`src/rtl/mest_pro_fetch_unit.sv`:
```
// MESTPro instruction fetch stage: owns the PC and the instruction memory read port,
// holds the current instruction for decode/execute and reports end-of-code.
module mest_pro_fetch_unit #(
  parameter int ADDR_W = 8,
  parameter int INSTR_W = 16,
  parameter int OPCODE_W = 4,
  parameter logic [OPCODE_W-1:0] EOC_OPCODE = 4'hF
) (
  input  logic               clk,
  input  logic               i_reset_n,
  input  logic               i_idle,
  input  logic               i_start,
  input  logic [ADDR_W-1:0]  i_start_addr,
  input  logic               i_fetch,
  input  logic               i_execute,
  input  logic               i_branch_en,
  input  logic [ADDR_W-1:0]  i_branch_addr,
  output logic               o_imem_rd_en,
  output logic [ADDR_W-1:0]  o_imem_addr,
  input  logic [INSTR_W-1:0] i_imem_rdata,
  output logic [INSTR_W-1:0] o_instr,
  output logic               o_instr_valid,
  output logic [ADDR_W-1:0]  o_pc,
  output logic               o_end_of_code,
  output logic               o_fetch_err
);

  typedef enum logic [1:0] {
    F_IDLE = 2'd0,
    F_WAIT = 2'd1,
    F_HOLD = 2'd2
  } fstate_t;

  fstate_t              state_r, state_s;
  logic [ADDR_W-1:0]    pc_r, pc_s;
  logic [INSTR_W-1:0]   ir_r, ir_s;
  logic                 ovf_r, ovf_s;
  logic                 err_r, err_s;
  logic                 start_s;
  logic [INSTR_W-1:0]   instr_s;
  logic                 valid_s;

  // State, PC, IR and sticky flags register
  always_ff @(posedge clk or negedge i_reset_n) begin
    if (!i_reset_n) begin
      state_r <= F_IDLE;
      pc_r    <= '0;
      ir_r    <= '0;
      ovf_r   <= 1'b0;
      err_r   <= 1'b0;
    end else begin
      state_r <= state_s;
      pc_r    <= pc_s;
      ir_r    <= ir_s;
      ovf_r   <= ovf_s;
      err_r   <= err_s;
    end
  end

  // Next-state logic: start beats fetch, fetch beats branch
  always_comb begin
    state_s = state_r;
    pc_s    = pc_r;
    ir_s    = ir_r;
    ovf_s   = ovf_r;
    err_s   = err_r;
    start_s = i_start & i_idle;

    if (start_s) begin
      pc_s    = i_start_addr;
      ir_s    = '0;
      ovf_s   = 1'b0;
      err_s   = 1'b0;
      state_s = F_IDLE;
    end else begin
      // Whatever arrives while waiting is latched, including the re-read after a protocol error
      if (state_r == F_WAIT) begin
        ir_s = i_imem_rdata;
      end else begin
        ir_s = ir_r;
      end

      if (i_fetch) begin
        pc_s    = pc_r + ADDR_W'(1);
        state_s = F_WAIT;
        if (pc_r == {ADDR_W{1'b1}}) begin
          ovf_s = 1'b1;
        end else begin
          ovf_s = ovf_r;
        end
        if (state_r == F_WAIT) begin
          err_s = 1'b1;
        end else begin
          err_s = err_r;
        end
      end else begin
        if (i_execute && i_branch_en) begin
          pc_s = i_branch_addr;
        end else begin
          pc_s = pc_r;
        end
        case (state_r)
          F_IDLE:  state_s = F_IDLE;
          F_WAIT:  state_s = F_HOLD;
          F_HOLD:  state_s = F_HOLD;
          default: state_s = F_IDLE;
        endcase
      end
    end
  end

  // Instruction output mux: forward read data while waiting, IR once held
  always_comb begin
    instr_s = '0;
    valid_s = 1'b0;
    case (state_r)
      F_WAIT: begin
        instr_s = i_imem_rdata;
        valid_s = 1'b1;
      end
      F_HOLD: begin
        instr_s = ir_r;
        valid_s = 1'b1;
      end
      default: begin
        instr_s = '0;
        valid_s = 1'b0;
      end
    endcase
  end

  assign o_imem_rd_en  = i_fetch;
  assign o_imem_addr   = pc_r;
  assign o_pc          = pc_r;
  assign o_instr       = instr_s;
  assign o_instr_valid = valid_s;
  assign o_fetch_err   = err_r;
  assign o_end_of_code = (valid_s & (instr_s[INSTR_W-1 -: OPCODE_W] == EOC_OPCODE)) | ovf_r;

endmodule

```
`config.mk`:
```
export PLATFORM = sky130hd
export DESIGN_NAME = mest_pro_fetch_unit
export DESIGN_NICKNAME = d
export VERILOG_FILES = /design/src/rtl/mest_pro_fetch_unit.sv
export SDC_FILE = /design/constraint.sdc
export NUM_CORES = 1
export LEC_CHECK = 0
export ABC_AREA = 1
export CAP_MARGIN = 20
export CORE_ASPECT_RATIO = 0.75
export CORE_MARGIN = 2
export CORE_UTILIZATION = 38
export CTS_BUF_LIST = sky130_fd_sc_hd__clkbuf_16
export DETAILED_ROUTE_END_ITERATION = 10
export PLACE_DENSITY = 0.76
export SYNTH_ARGS = -nofsm -noshare
export SYNTH_HDL_FRONTEND = slang
export SYNTH_SLANG_ARGS = --single-unit
```
`constraint.sdc`:
```
create_clock -name clk -period 1.18 [get_ports clk]
set_clock_uncertainty 0.05 [all_clocks]
set_input_delay 0.177 -clock clk [delete_from_list [all_inputs] [get_ports clk]]
set_output_delay 0.177 -clock clk [all_outputs]
set_load 0.03 [all_outputs]
```
### After elaboration in Yosys (flattened, before gate mapping)

Cells that the tools add are included.

* equality and inequality tests: 4
* reduce and logical (&&, ||, !) cells: 8
* multiplexer cells: 16
* $add $sub $neg: 1
* bitwise gates (word level): 3

Operators by type and width (count)
* $mux W16: 2
* $pmux W16 S2: 1
* $mux W8: 3
* $add A8 B1 Y8 const B: 1
* $eq A8 B8 Y1 const B: 1
* $mux W1: 7
* $mux W2: 3
* $reduce_bool A2 Y1: 3
* $eq A4 B4 Y1 const B: 1
* $reduce_and A2 Y1: 2
* $reduce_bool A3 Y1: 1
* $and A1 B1 Y1: 2
* $eq A2 B1 Y1 const B: 1
* $eq A2 B2 Y1 const B: 1
* $reduce_or A2 Y1: 1
* $logic_and A1 B1 Y1: 1
* $or A1 B1 Y1: 1

* input bits: 39
* logic and storage cells: 37
* register bits: 28
* output and inout port bits: 36

### Logic depth before layout (Yosys ltp)

* depth in word-level cells: 5
* gate-level depth with buffers: 7
* depth with buffers taken out: 7

### Worst setup path after synthesis

Ideal clock, no wire load.

* path kind: reg2out
* start: register state_r[0]
* end: output port o_end_of_code
* data required time: 953 ps
* cell stages (with the launch flop): 7
* path buffers: 1
* setup slack: -760 ps
* arrival: 1713 ps
* cells stage by stage: dfrtp_1 -> inv_1 -> ha_1 -> buf_2 -> a21oi_2 -> nand3_1 -> o21ai_1

* cells in the longest elaborated chain, start to end: 5
* elaborated cells between the ends (all ways): 8
* classes of those cells: eq/ne (3); mux (2); bitwise (2); reduce/logical (1)

RTL lines
* start: declaration: RTL line 34 `fstate_t state_r, state_s;`
* start signal: assignment: RTL line 52 `state_r <= state_s;`
* $eq A2 B2 Y1 or $eq A2 B1 Y1 (tied branches): RTL line 116 `case (state_r)`
* $pmux W16 S2 *: RTL line 116
* via o_instr[12]: RTL line 21 `output logic [INSTR_W-1:0] o_instr,`
* $eq A4 B4 Y1 *: RTL line 138 `assign o_end_of_code = (valid_s & (instr_s[INSTR_W-1 -: OPCODE_W] == EOC_OPCODE)) | ovf_r;`
* $and A1 B1 Y1 *: RTL line 138
* $or A1 B1 Y1 *: RTL line 138
* end: declaration: RTL line 24 `output logic o_end_of_code,`

Mark *: on every way through the listed nets, which the timed path passes. The rest lies on a longest branch.

### Worst setup path after layout

* start: register state_r[0]
* end: output port o_end_of_code

* cells in the longest elaborated chain, start to end: 5
* elaborated cells between the ends (all ways): 8
* classes of those cells: eq/ne (3); mux (2); bitwise (2); reduce/logical (1)

RTL lines (RTL line)
* $eq A2 B2 Y1 or $eq A2 B1 Y1 (tied branches): 116
* $pmux W16 S2 or $reduce_or A2 Y1 (tied branches)
* $eq A4 B4 Y1 or $mux W1 (tied branches): 138, 116
* $and A1 B1 Y1 *: 138
* $or A1 B1 Y1 *: 138

Every way passes the cells marked *; elsewhere a longest branch is shown, timed or not.

==> metrics.csv <==
metric,value,unit
Worst-Skew Late Latency,270,ps
sw power,1360,µW
post-synth cell types,23,
largest family of logic cells by synthesized area,simple AND/OR/NAND/NOR gates,
design area,0.00328,mm²
violated checks,negative setup slack,
number of H-tree levels,1,
pwr dens,1190,mW/mm²
final setup fails,47,
CP Capture Type,primary output,
Clk pwr share,0.259,
width of the die,82.5,µm
switching share of power,0.347,
Combinational Power Share,0.429,
XOR/XNOR Fraction of Synth Area,0.00498,
vias,1991,
status,finished with violations,
CTS buffer count,3,
sequential cell area fraction in the yosys report,0.399,
"Hold Vio Cnt, Final",0,
Clock Tree Buf Depth,2,
Synth Cell Area,0.00176,mm²
placed standard-cell area,0.00273,mm²
Slew headroom,0.820,
Sink Count,28,
# IOs,75,
die area,0.00519,mm²
Worst-Margin Slew,269,ps
WP data required,950,ps
Post-synth EDFFs,0,
initial drt markers,163,
Tot Pwr,3920,µW
syn avg cell area,7.26,µm²
Yosys reg bits,28,
initial antenna violation count,0,
CTS tree,done,
DR vias/cell,4.94,
crit path max fanout,5,
fin crit period,1800,ps
Leak,0.00151,µW
critical path arrival,1580,ps
layout cell share with drive strength beyond 1,0.462,
Reg2Reg Launch Point,state_r[0]$_DFF_PN0_,
Worst Hold Class,input port to asynchronous set/reset pin,
unrepaired setup endpoints after global routing,true,
Peak Freq,554,MHz
YS warnings,0,
DRT antenna net count,0,
Syn Nets,284,
# diodes,0,
fillers,312,
complex-gate fraction of the synthesized area,0.144,
Crit Path Class,flop to primary output,
worst reg2reg path endpoint,ir_r[5]$_DFFE_PN0N_,
Worst IR Drop VDD,0.694,mV
Chip Height,62.9,µm
first-pass GRT wire length,8800,µm
R2R Setup Slk,-370,ps
"Slew Viols, Final",0,
vias in the first global route,1892,
clock slew at reported path FFs,70,ps
Post-synth ARST share,1.00,
number of max-cap violations,0,
largest net degree at the start of global routing,29,
Pre-antenna DRT Iters,4,
final net count,389,
gr usage total,0.218,
HPWL after DPL,3740,µm
post-synthesis mux area share,0,
I/O Buffers,74,
Pint,2560,µW
Remaining DRCs,0,
Gate Count Post-Synth,242,
grt ovf,0,
Startpoint Class,flop,
hold buffer count at cts,0,
final WL,5820,µm
adder-cell share of the synthesized area,0.0214,
Reg power frac,0.311,
row count,21,
R2R cell count,8,
worst setup margin,-625,ps
core area,0.00447,mm²
root buf cell,clkbuf_16,
Synth Flop Type,dfrtp_1,
GPL Wtd Cong,0.858,
routed len/inst,14.4,µm
simple logic cell fraction of the synthesized area,0.305,
Initial Utilization,0.394,
final period utilization,1.53,
Area growth syn-to-layout,86.8,%
-- power groups by stage --
| stage | logic, µW | registers [µW] | clock network, µW |
|---|---|---|---|
| 2_1_floorplan | 700 | 1300 | 0 |
| 5_1_grt | 1790 | 1230 | 1080 |
| 4_1_cts | 1520 | 1190 | 1020 |
| 3_5_place_dp | 1340 | 1210 | 0 |
| 6_report | 1680 | 1220 | 1020 |
| 3_3_place_gp | 1320 | 1200 | 0 |
-- cell type report --
cell class / instances / area, µm² / share of cell area
clock buffers: 3 / 75.1 / 0.0229
clock inverters: 1 / 30.0 / 0.00914
inverters: 22 / 97.6 / 0.0297
multi-input cells: 174 / 1110 / 0.337
flip-flops and latches: 28 / 708 / 0.216
well taps: 57 / 71.3 / 0.0217
repair buffers: 118 / 1190 / 0.364
-- sequential cells by signal, indices dropped and copies added (netlist names) --
name and count:
ir_r 16, o_imem_addr 8, state_r 2, o_fetch_err 1, ovf_r 1
-- layer usage --
metal / vias up / global-route usage / wire, µm / share of wire
met3: 4 / 0.0332 / 398 / 0.068
met4: 0 / 0.0635 / 42 / 0.0072
met1: 954 / 0.306 / 2420 / 0.42
met5: - / 0 / 0 / 0
met2: 70 / 0.346 / 2960 / 0.51
li1: 963 / - / - / -
-- cell families after synthesis --
family	count (synthesis)
adder cells (fa/ha/maj)	3
AO/OA/AOI/OAI	44
XOR/XNOR	1
buffers and inverters	40
flip-flops	28
AND/OR/NAND/NOR	126
-- Yosys cell counts (2+ instances only) --
library cell / number / area [µm²]
nand2_1: 81 / 304
a21oi_1: 31 / 155
dfrtp_1: 28 / 701
nor2_1: 22 / 82.6
inv_1: 17 / 63.8
buf_4: 12 / 90.1
nand3_1: 12 / 60.1
nand2_2: 6 / 37.5
a21oi_2: 4 / 35.0
buf_2: 4 / 20.0
o21ai_1: 4 / 20.0
ha_1: 3 / 37.5
inv_2: 3 / 11.3
nand2_4: 3 / 33.8
buf_6: 2 / 22.5
inv_4: 2 / 12.5
o21bai_1: 2 / 15.0
-- worst max-delay path by stage --
| stage | from | to | slack (ps) | cells after the start |
|---|---|---|---|---|
| 5_1_grt | state_r[1]$_DFF_PN0_ | o_end_of_code | -680 | 7 |
| 2_1_floorplan | state_r[0]$_DFF_PN0_ | o_end_of_code | -480 | 6 |
| 3_3_place_gp | state_r[1]$_DFF_PN0_ | o_end_of_code | -380 | 7 |
| 3_5_place_dp | state_r[0]$_DFF_PN0_ | o_end_of_code | -430 | 7 |
| 4_1_cts | state_r[1]$_DFF_PN0_ | o_end_of_code | -600 | 6 |
| 6_report | state_r[0]$_DFF_PN0_ | o_end_of_code | -620 | 7 |
-- critical path, stage by stage, from the launching register on --
cell	delay, ps
dfrtp_1	370
buf_4	130
ha_4	190
nand2_4	70
a21oi_4	140
nand3_2	110
o21ai_4	150
buf_6	140
-- repair_timing --
action                     CTS  global route
gates resized for setup     40            53
gates cloned                 1             0
pin swaps                    2            18
setup buffers                6             4
setup endpoints to repair   46            54
-- per-stage QoR --
step           setup TNS, ps   util  worst slack, ps  hold slack, ps  std cells
6_report              -15830  0.735             -625             209        403
5_1_grt               -17950  0.735             -683             215        403
4_1_cts               -12790  0.686             -600             220        399
3_5_place_dp          -13040  0.612             -429             441        388
3_3_place_gp          -11480  0.612             -376             443        388
2_1_floorplan          -6190      -             -481            -169        242
-- cell usage in the layout (no fill, tap or decap), types with 6 or more instances in the layout --
cell type and instances:
nand2_2 9, nor2_1 16, nand3_1 8, buf_6 37, a21oi_1 9, dfrtp_1 22
clkdlybuf4s50_1 36, nand2_1 72, dfrtp_2 6, a21oi_2 23, buf_4 38, nand2_4 9
inv_1 14
(Power assumes the default switching activity.)
